==> config.mk <==
export PLATFORM = sky130hd
export DESIGN_NAME = sdram_rom_arbiter_flat
export DESIGN_NICKNAME = d
export VERILOG_FILES = /design/src/rtl/sdram_rom_arbiter_if.sv /design/src/rtl/sdram_rom_arbiter.sv /design/src/flat_wrapper.sv
export SDC_FILE = /design/constraint.sdc
export NUM_CORES = 1
export LEC_CHECK = 0
export CORE_ASPECT_RATIO = 1.4
export CORE_MARGIN = 8
export CORE_UTILIZATION = 55
export CTS_BUF_LIST = sky130_fd_sc_hd__clkbuf_2 sky130_fd_sc_hd__clkbuf_4 sky130_fd_sc_hd__clkbuf_8
export DETAILED_ROUTE_END_ITERATION = 10
export GPL_ROUTABILITY_DRIVEN = 0
export HOLD_SLACK_MARGIN = 0.12
export PLACE_DENSITY = 0.84
export SYNTH_ARGS = -nofsm -noshare
export SYNTH_HDL_FRONTEND = slang
export SYNTH_SLANG_ARGS = --single-unit
==> constraint.sdc <==
create_clock -name clk_sys -period 8.3 [get_ports clk_sys]
set_clock_uncertainty 0.2 [all_clocks]
set_input_delay 1.245 -clock clk_sys [delete_from_list [all_inputs] [get_ports clk_sys]]
set_output_delay 1.245 -clock clk_sys [all_outputs]
set_load 0.005 [all_outputs]
==> src/rtl/sdram_rom_arbiter_if.sv <==
// SDRAM toggle-handshake port shared by the ROM arbiter.
// The arbiter drives the request side (master); the SDRAM controller answers (slave).
interface sdram_rom_arbiter_if #(
  parameter int AW = 23
);
  logic          port_req;
  logic          port_ack;
  logic [AW-1:0] port_a;
  logic [1:0]    port_ds;
  logic          port_we;
  logic [15:0]   port_d;
  logic [15:0]   port_q;

  modport master (
    output port_req, port_a, port_ds, port_we, port_d,
    input  port_ack, port_q
  );

  modport slave (
    input  port_req, port_a, port_ds, port_we, port_d,
    output port_ack, port_q
  );
endinterface

==> src/rtl/sdram_rom_arbiter.sv <==
// Arbiter sharing one toggle-handshake SDRAM port between the ROM download
// writer, CPU ROM word fetches and sound wave-sample fetches. Each reader
// keeps a one-entry tagged result; a reader is pending while its tag misses.
module sdram_rom_arbiter #(
  parameter int            AW         = 23,
  parameter logic [AW-1:0] WAVE_BASE  = AW'('h13100),
  parameter int            STARVE_MAX = 4
) (
  input  logic          clk_sys,
  input  logic          reset,
  input  logic          dl_download,
  input  logic          dl_wr,
  input  logic [24:0]   dl_addr,
  input  logic [7:0]    dl_data,
  output logic          dl_busy,
  output logic          dl_overrun,
  output logic          rom_loaded,
  input  logic [AW-1:0] cpu_addr,
  output logic [15:0]   cpu_q,
  output logic          cpu_valid,
  input  logic [AW-1:0] wave_addr,
  output logic [15:0]   wave_q,
  output logic          wave_valid,
  sdram_rom_arbiter_if.master port
);

  localparam int            SW         = $clog2(STARVE_MAX + 1);
  localparam logic [SW-1:0] STARVE_LIM = SW'(STARVE_MAX);

  typedef enum logic [1:0] {S_IDLE, S_BUSY, S_DRAIN} state_t;
  typedef enum logic [1:0] {OWN_DL, OWN_CPU, OWN_WAVE} owner_t;

  state_t        state;
  owner_t        owner;

  logic          dl_pend;
  logic [24:0]   dl_a_r;
  logic [7:0]    dl_d_r;
  logic          dl_seen;
  logic          dl_download_q;

  logic [AW-1:0] cpu_tag;
  logic          cpu_tag_v;
  logic [AW-1:0] wave_tag;
  logic          wave_tag_v;
  logic [AW-1:0] req_tag;
  logic [SW-1:0] starve_cnt;

  logic          cpu_hit;
  logic          wave_hit;
  logic          cpu_pend;
  logic          wave_pend;
  logic          wave_first;
  logic          grant_dl;
  logic          grant_cpu;
  logic          grant_wave;
  logic          done;
  logic          dl_rise;
  logic [AW-1:0] wave_rd_a;

  // Hit/pending decode and fixed-priority grant with the wave anti-starvation override
  always_comb begin
    cpu_hit    = cpu_tag_v && (cpu_tag == cpu_addr);
    wave_hit   = wave_tag_v && (wave_tag == wave_addr);
    cpu_valid  = cpu_hit;
    wave_valid = wave_hit;
    cpu_pend   = !dl_download && !cpu_hit;
    wave_pend  = !dl_download && !wave_hit;
    wave_first = wave_pend && (starve_cnt == STARVE_LIM);
    dl_busy    = dl_pend || ((state == S_BUSY) && (owner == OWN_DL));
    done       = (port.port_ack == port.port_req);
    dl_rise    = dl_download && !dl_download_q;
    wave_rd_a  = wave_addr + WAVE_BASE;
    grant_dl   = (state == S_IDLE) && dl_pend;
    grant_wave = (state == S_IDLE) && !dl_pend && wave_pend && (!cpu_pend || wave_first);
    grant_cpu  = (state == S_IDLE) && !dl_pend && cpu_pend && !wave_first;
  end

  // Arbiter FSM: issue on grant, retire on ack, drain a request orphaned by reset
  always_ff @(posedge clk_sys) begin
    if (reset) begin
      // port_req keeps its value so an outstanding SDRAM request can be drained
      if (port.port_req != port.port_ack) state <= S_DRAIN;
      else                                state <= S_IDLE;
      owner         <= OWN_CPU;
      port.port_a   <= '0;
      port.port_ds  <= '0;
      port.port_we  <= 1'b0;
      port.port_d   <= '0;
      cpu_q         <= '0;
      wave_q        <= '0;
      cpu_tag_v     <= 1'b0;
      wave_tag_v    <= 1'b0;
      dl_pend       <= 1'b0;
      dl_overrun    <= 1'b0;
      rom_loaded    <= 1'b0;
      dl_seen       <= 1'b0;
      dl_download_q <= 1'b0;
      starve_cnt    <= '0;
    end else begin
      dl_download_q <= dl_download;
      if (dl_download) dl_seen <= 1'b1;

      // single-entry download buffer; a strobe landing on a full buffer overwrites it
      if (grant_dl) dl_pend <= 1'b0;
      if (dl_wr) begin
        dl_a_r  <= dl_addr;
        dl_d_r  <= dl_data;
        dl_pend <= 1'b1;
        if (dl_pend && !grant_dl) dl_overrun <= 1'b1;
      end

      if (dl_rise)                                  rom_loaded <= 1'b0;
      else if (!dl_download && dl_seen && !dl_busy) rom_loaded <= 1'b1;

      if (grant_wave)                                        starve_cnt <= '0;
      else if (grant_cpu && wave_pend && starve_cnt < STARVE_LIM) starve_cnt <= starve_cnt + 1'b1;

      case (state)
        S_IDLE: begin
          if (grant_dl) begin
            port.port_req <= !port.port_req;
            port.port_a   <= AW'(dl_a_r[24:1]);
            port.port_ds  <= {dl_a_r[0], !dl_a_r[0]};
            port.port_d   <= {dl_d_r, dl_d_r};
            port.port_we  <= 1'b1;
            owner         <= OWN_DL;
            state         <= S_BUSY;
          end else if (grant_wave) begin
            port.port_req <= !port.port_req;
            port.port_a   <= wave_rd_a;
            port.port_ds  <= 2'b11;
            port.port_we  <= 1'b0;
            req_tag       <= wave_addr;
            owner         <= OWN_WAVE;
            state         <= S_BUSY;
          end else if (grant_cpu) begin
            port.port_req <= !port.port_req;
            port.port_a   <= cpu_addr;
            port.port_ds  <= 2'b11;
            port.port_we  <= 1'b0;
            req_tag       <= cpu_addr;
            owner         <= OWN_CPU;
            state         <= S_BUSY;
          end
        end
        S_BUSY: begin
          if (done) begin
            if (owner == OWN_CPU) begin
              cpu_q     <= port.port_q;
              cpu_tag   <= req_tag;
              cpu_tag_v <= 1'b1;
            end else if (owner == OWN_WAVE) begin
              wave_q     <= port.port_q;
              wave_tag   <= req_tag;
              wave_tag_v <= 1'b1;
            end
            port.port_we <= 1'b0;
            state        <= S_IDLE;
          end
        end
        S_DRAIN: begin
          if (done) state <= S_IDLE;
        end
        default: state <= S_IDLE;
      endcase

      // a new download invalidates everything previously fetched
      if (dl_rise) begin
        cpu_tag_v  <= 1'b0;
        wave_tag_v <= 1'b0;
      end
    end
  end

endmodule
==> src/flat_wrapper.sv <==
// flat-port wrapper written by rule: the top's interface ports become plain ports
module sdram_rom_arbiter_flat 
#(
  parameter int            AW         = 23,
  parameter logic [AW-1:0] WAVE_BASE  = AW'('h13100),
  parameter int            STARVE_MAX = 4
)
  (clk_sys, reset, dl_download, dl_wr, dl_addr, dl_data, dl_busy, dl_overrun, rom_loaded, cpu_addr, cpu_q, cpu_valid, wave_addr, wave_q, wave_valid, port_port_req, port_port_a, port_port_ds, port_port_we, port_port_d, port_port_ack, port_port_q);
  sdram_rom_arbiter_if #(.AW(AW)) port_i ();
  input  logic clk_sys;
  input  logic reset;
  input  logic dl_download;
  input  logic dl_wr;
  input  logic [24:0] dl_addr;
  input  logic [7:0] dl_data;
  output logic dl_busy;
  output logic dl_overrun;
  output logic rom_loaded;
  input  logic [AW-1:0] cpu_addr;
  output logic [15:0] cpu_q;
  output logic cpu_valid;
  input  logic [AW-1:0] wave_addr;
  output logic [15:0] wave_q;
  output logic wave_valid;
  output wire logic [$bits(port_i.port_req)-1:0] port_port_req;
  output wire logic [$bits(port_i.port_a)-1:0] port_port_a;
  output wire logic [$bits(port_i.port_ds)-1:0] port_port_ds;
  output wire logic [$bits(port_i.port_we)-1:0] port_port_we;
  output wire logic [$bits(port_i.port_d)-1:0] port_port_d;
  input wire logic [$bits(port_i.port_ack)-1:0] port_port_ack;
  input wire logic [$bits(port_i.port_q)-1:0] port_port_q;
  assign port_port_req = port_i.port_req;
  assign port_port_a = port_i.port_a;
  assign port_port_ds = port_i.port_ds;
  assign port_port_we = port_i.port_we;
  assign port_port_d = port_i.port_d;
  assign port_i.port_ack = port_port_ack;
  assign port_i.port_q = port_port_q;
  sdram_rom_arbiter #(.AW(AW), .WAVE_BASE(WAVE_BASE), .STARVE_MAX(STARVE_MAX)) u_core (.clk_sys(clk_sys), .reset(reset), .dl_download(dl_download), .dl_wr(dl_wr), .dl_addr(dl_addr), .dl_data(dl_data), .dl_busy(dl_busy), .dl_overrun(dl_overrun), .rom_loaded(rom_loaded), .cpu_addr(cpu_addr), .cpu_q(cpu_q), .cpu_valid(cpu_valid), .wave_addr(wave_addr), .wave_q(wave_q), .wave_valid(wave_valid), .port(port_i));
endmodule
# Word level (Yosys, flattened, before mapping)
# Cells that the tools add are included.
# totals
regBits,190
input_bits,100
output_inout_bits,80
elab_cells,119
# op_classes
add_sub_neg,2
magnitude_cmp,1
n_eq_ne,13
muxes,26
bitwise_logic,3
reduce_logical,52
# ops
cell,n
$mux W23,4
$eq A23 B23 Y1,2
$add A23 B17 Y23 const B,1
$mux W2,11
$logic_and A1 B1 Y1,18
$reduce_and A4 Y1,3
$logic_not A1 Y1,11
$reduce_and A2 Y1,5
$mux W1,9
$reduce_and A3 Y1,3
$reduce_bool A2 Y1,3
$reduce_or A2 Y1,3
$ne A5 B2 Y1 const B,1
$reduce_and A5 Y1,1
$eq A2 B1 Y1 const B,2
$eq A2 B2 Y1 const B,2
$logic_not A2 Y1,2
$ne A4 B1 Y1 const B,1
$pmux W2 S2,1
$add A3 B1 Y3 const B,1
$eq A3 B3 Y1 const B,1
$lt A3 B3 Y1 const B,1
$ne A3 B1 Y1 const B,1
$not A1 Y1,3
6 further kinds,7

# Longest topological paths before layout
# logic_depth
depth_word,12
depth_mapped,10
depth_no_buf,8

# Worst setup path after synthesis
# Ideal clock, no wire load.
# synth_timing
kind,input to register
startpoint,input port wave_addr[10]
endpoint,register u_core.req_tag[0] (enable)
setup_ns,0.355
arrival_ns,3.380
required_time_ns,7.745
setup_slack_ns,4.365
path_stages,9
path_buffers,2
path_cell_list,clkbuf_1 xor2_1 or4_1 nor4_4 and2_4 a21oi_2 or2b_1 clkbuf_1 inv_1
# synth_via
elab_chain_len,9
word_cells_on_any_way,12
cone_classes,eq/ne: 1; reduce/logical: 11
# synth_rtl
element,line_no,text
from (decl),flat_wrapper.sv:22,input logic [AW-1:0] wave_addr;
$eq A23 B23 Y1 *,sdram_rom_arbiter.sv:64,wave_hit = wave_tag_v && (wave_tag == wave_addr);
$logic_and A1 B1 Y1 *,sdram_rom_arbiter.sv:64,
$logic_not A1 Y1 *,sdram_rom_arbiter.sv:68,wave_pend = !dl_download && !wave_hit;
$logic_and A1 B1 Y1 *,sdram_rom_arbiter.sv:68,
$logic_and A1 B1 Y1,sdram_rom_arbiter.sv:69,wave_first = wave_pend && (starve_cnt == STARVE_LIM);
$logic_or A1 B1 Y1 / $logic_not A1 Y1 (equally long branches),"sdram_rom_arbiter.sv:75, sdram_rom_arbiter.sv:76",
"$logic_and A1 B1 Y1, on equally long branches","sdram_rom_arbiter.sv:75, sdram_rom_arbiter.sv:76",
$reduce_bool A2 Y1 (no source line) *,n/a,
$reduce_and A4 Y1 (no source line) *,n/a,
to (signal assigned),sdram_rom_arbiter.sv:134,req_tag <= wave_addr;
to (signal assigned),sdram_rom_arbiter.sv:142,req_tag <= cpu_addr;
to (decl),sdram_rom_arbiter.sv:46,logic [AW-1:0] req_tag;
# Every way passes the cells marked *; elsewhere a longest branch is shown, timed or not.
# A chain may end at the register's enable or synchronous reset.

# Worst setup path after layout
# layout_timing
startpoint,input port wave_addr[14]
endpoint,output port wave_valid
# layout_via
elab_chain_len,2
# layout_rtl
element,line_no,text
$eq A23 B23 Y1,sdram_rom_arbiter.sv:64,
$logic_and A1 B1 Y1,sdram_rom_arbiter.sv:64,
to (decl),flat_wrapper.sv:24,output logic wave_valid;
# Every way passes these cells.

==> PnR_summary.wiki <==
{| class="wikitable"
! Metric !! Value
|-
| Status || completed
|-
| Worst supply voltage drop on vdd || 0.000195 V
|-
| DRC violations left || 0
|-
| Highest net fanout along the worst path || 6
|-
| Number of max-slew violations in the final report || 0
|-
| Number of warnings issued by yosys || 0
|-
| Mean instance size in the synthesized netlist || 11.3 µm²
|-
| Register-to-register setup slack || 4790 ps
|-
| Sw Ratio || 28.7%
|-
| Portion of total power attributed to sequential cells || 51.1%
|-
| Leading post-synthesis cells by cell area || sky130_fd_sc_hd__edfxtp_1 41%, sky130_fd_sc_hd__dfxtp_1 20%, sky130_fd_sc_hd__nand2_1 6.7%, sky130_fd_sc_hd__xor2_1 4.4%, sky130_fd_sc_hd__a21oi_1 3.0%
|-
| Core region area || 13,700 µm²
|-
| Hold path depth || 0
|-
| H-tree depth || 4
|-
| Total standard cell area after synthesis || 7630 µm²
|-
| Clock network fraction of design power || 27.4%
|-
| Power density over the cells || 216 nW/µm²
|-
| Min cycle time layout || 5020 ps
|-
| Unique masters post-synth || 61
|-
| Worst R2R End || u_core.req_tag[19]$_DFFE_PP_
|-
| Estimated wirelength of the detail-placed design || 15,800 µm
|-
| Worst Hold Endpoint || u_core.wave_tag[4]$_DFFE_PP_
|-
| Overall global routing resource usage || 23.8%
|-
| Routed wire length per instance || 20.4 µm
|-
| Remaining antenna violation count || 0
|-
| Overflow after GRT || 0
|-
| Number of antenna violations at the first check in global routing || 0
|-
| Post-CTS repair timing setup buffer count || 0
|-
| Final instance area || 9890 µm²
|-
| Number of DRC markers after the initial detailed-route iteration || 450
|-
| Kind of end point of the critical path || output pin
|-
| Number of global-route vias before repair || 6,117
|-
| Share of the synthesized area in the top cell type || 40.9%
|-
| Maximum count of clock buffers along a single path || 2
|-
| Clock insertion delay at the later pin of the skew report || 460 ps
|-
| Cell accounting for the most synthesized area || sky130_fd_sc_hd__edfxtp_1
|-
| Share of synthesized flip-flops with an asynchronous set or reset || 0%
|-
| Ys flop type || sky130_fd_sc_hd__edfxtp_1
|-
| Worst Path Required || 6860 ps
|-
| Antenna fix cells || 0
|-
| HP Class || reg2reg
|-
| Count of cells resized by post-cts repair || 0
|-
| Relative contribution of combinational cells to total power || 21.5%
|-
| Reg clk slew, reported paths || 90 ps
|-
| Count of endpoints failing setup in the final report || 0
|-
| Clock Tree Root || sky130_fd_sc_hd__clkbuf_8
|-
| Num CTS Buffers || 17
|-
| Max-Slew Margin vs Limit || 23.7%
|-
| Highest-count cells in the layout ignoring fill and taps || 177 x sky130_fd_sc_hd__clkdlybuf4s50_1, 137 x sky130_fd_sc_hd__nand2_1, 104 x sky130_fd_sc_hd__edfxtp_1
|-
| Pin slew with the least headroom to its limit || 1140 ps
|-
| Count of clock tree sinks || 182
|-
| Post-synthesis net count || 782
|-
| Data arrival time of the critical path || 3580 ps
|-
| Leak Pwr || 3.50 nW
|-
| Die extent in y || 155 µm
|-
| Detailed Route WL || 21,200 µm
|-
| Final worst-path cycle share || 60.5%
|-
| Number of detailed-routing iterations run before antenna repair || 5
|-
| Buffers added on ports || 178
|-
| Sequential cell area fraction in the yosys report || 61.4%
|-
| Minimum hold slack || 256 ps
|-
| Max Cap Violations || 0
|-
| Via count normalized by instance count || 5.68
|-
| Hold-fix buffers at CTS || 0
|-
| Critical Path Start Type || input pin
|-
| Most frequent standard cell in the layout excluding fill and tap cells || sky130_fd_sc_hd__clkdlybuf4s50_1
|-
| NumNets Final || 948
|-
| Vias || 5,908
|-
| Final hold violations || 0
|-
| Wire length of the first global-routing pass || 32,400 µm
|-
| IO Pins || 180
|-
| Number of flops mapped to enable cells by yosys || 104
|-
| Die area || 18,000 µm²
|-
| Beginning of the worst register-to-register path || u_core.wave_tag[18]$_DFFE_PP_
|-
| Placed cell areas || 9510 µm²
|-
| Launch point of the worst hold path || u_core.req_tag[4]$_DFFE_PP_
|-
| Cell depth of the worst flop-to-flop path || 7
|-
| DIE WIDTH || 116 µm
|-
| Unrepaired setup endpoints after global routing || false
|-
| Share of post-route cells with drive strength above 1 || 7.13%
|-
| Flops & latches, synth || 182
|-
| TritonCTS clock tree || done
|-
| Setup TNS after final layout || 0 ps
|-
| Worst Setup Path Type || in2out
|-
| Number of standard-cell rows in the floorplan || 51
|-
| Maximum number of pins on one net before global-route repair || 49
|-
| Cells after synthesis || 677
|-
| Power after layout || 0.00214 W
|-
| Area Overhead vs Synth || 29.7%
|-
| Pint || 0.00153 W
|-
| Switching power || 0.000615 W
|-
| Peak Freq || 0.199 GHz
|-
| Starting density of the core || 55.6%
|}
-- critical path: stages --
cell	delay [ps]
sky130_fd_sc_hd__clkdlybuf4s50_1	520
sky130_fd_sc_hd__xnor2_1	330
sky130_fd_sc_hd__nand4b_1	130
sky130_fd_sc_hd__or4b_2	680
sky130_fd_sc_hd__nor2_1	150
sky130_fd_sc_hd__clkdlybuf4s50_1	530
-- cells in the mapped netlist, drive strengths merged, types with 6 or more instances --
library cell,n
a211oi,13
dfxtp,78
o22ai,11
buf,18
edfxtp,104
nand4,6
nand2,137
nor4,13
xnor2,20
xor2,39
a21oi,47
and2,6
nand2b,6
clkbuf,22
a22oi,9
mux2i,21
inv,20
nor2b,6
nor2,32
-- registers in the layout, summed over array words and instances (netlist names), 2 cells and up --
name                 cells
u_core.port.port_ds      2
u_core.owner             2
u_core.dl_a_r           24
u_core.starve_cnt        3
u_core.wave_q           16
u_core.cpu_q            16
u_core.req_tag          23
u_core.port.port_a      23
u_core.state             2
u_core.dl_d_r            8
u_core.port.port_d       8
u_core.cpu_tag          23
u_core.wave_tag         23
-- power by group through the flow --
stage | logic (W) | registers, W | clock network, W
final | 0.000460 | 0.00110 | 0.000586
after global routing | 0.000496 | 0.00110 | 0.000629
after CTS | 0.000462 | 0.00110 | 0.000594
after detailed placement | 0.000457 | 0.00112 | 0
after global placement | 0.000441 | 0.00111 | 0
after floorplan | 0.000219 | 0.00111 | 0
-- metal layers --
metal | part of all wire [%] | vias to the layer above | GRT usage [%]
met5 | 0 | - | 0
met1 | 35 | 2830 | 24.9
met4 | 5.5 | 0 | 15.5
met2 | 53 | 288 | 42.4
li1 | - | 2711 | -
met3 | 6.0 | 79 | 4.62
-- worst max path at each step --
| stage | from | to | slack (ps) | cells after the start |
|---|---|---|---|---|
| 6_report | wave_addr[14] | wave_valid | 3280 | 6 |
| 3_5_place_dp | wave_addr[14] | wave_valid | 3290 | 6 |
| 5_1_grt | wave_addr[14] | wave_valid | 3170 | 6 |
| 4_1_cts | wave_addr[14] | wave_valid | 3270 | 6 |
| 3_3_place_gp | wave_addr[14] | wave_valid | 3260 | 6 |
| 2_1_floorplan | wave_addr[10] | u_core.req_tag[0]$_DFFE_PP_ | 4360 | 9 |
-- logic make-up after synthesis --
family,Yosys count,synth area share [%]
buf+inv,60,3.76
fa+ha+maj,5,0.820
simple gates,242,15.3
flops,182,61.4
mux,22,2.90
xor+xnor,59,6.87
compound gates,107,8.95
-- per-stage QoR --
stage,setup WS (ps),std cells,util (%)
after floorplan,4360,677,-
after global placement,3260,1009,69.3
after detailed placement,3290,1009,69.3
after CTS,3270,1041,72.1
after global routing,3170,1041,72.1
final,3280,1041,72.1
-- layout make-up --
cell class / count / area [µm²]
Inverter: 20 / 75.1
Sequential cell: 182 / 4680
Tap cell: 185 / 231
Clock inverter: 14 / 145
Fill cell: 952 / 3830
Multi-Input combinational cell: 435 / 2670
Clock buffer: 18 / 241
Timing Repair Buffer: 187 / 1840
(Power assumes the default switching activity.)
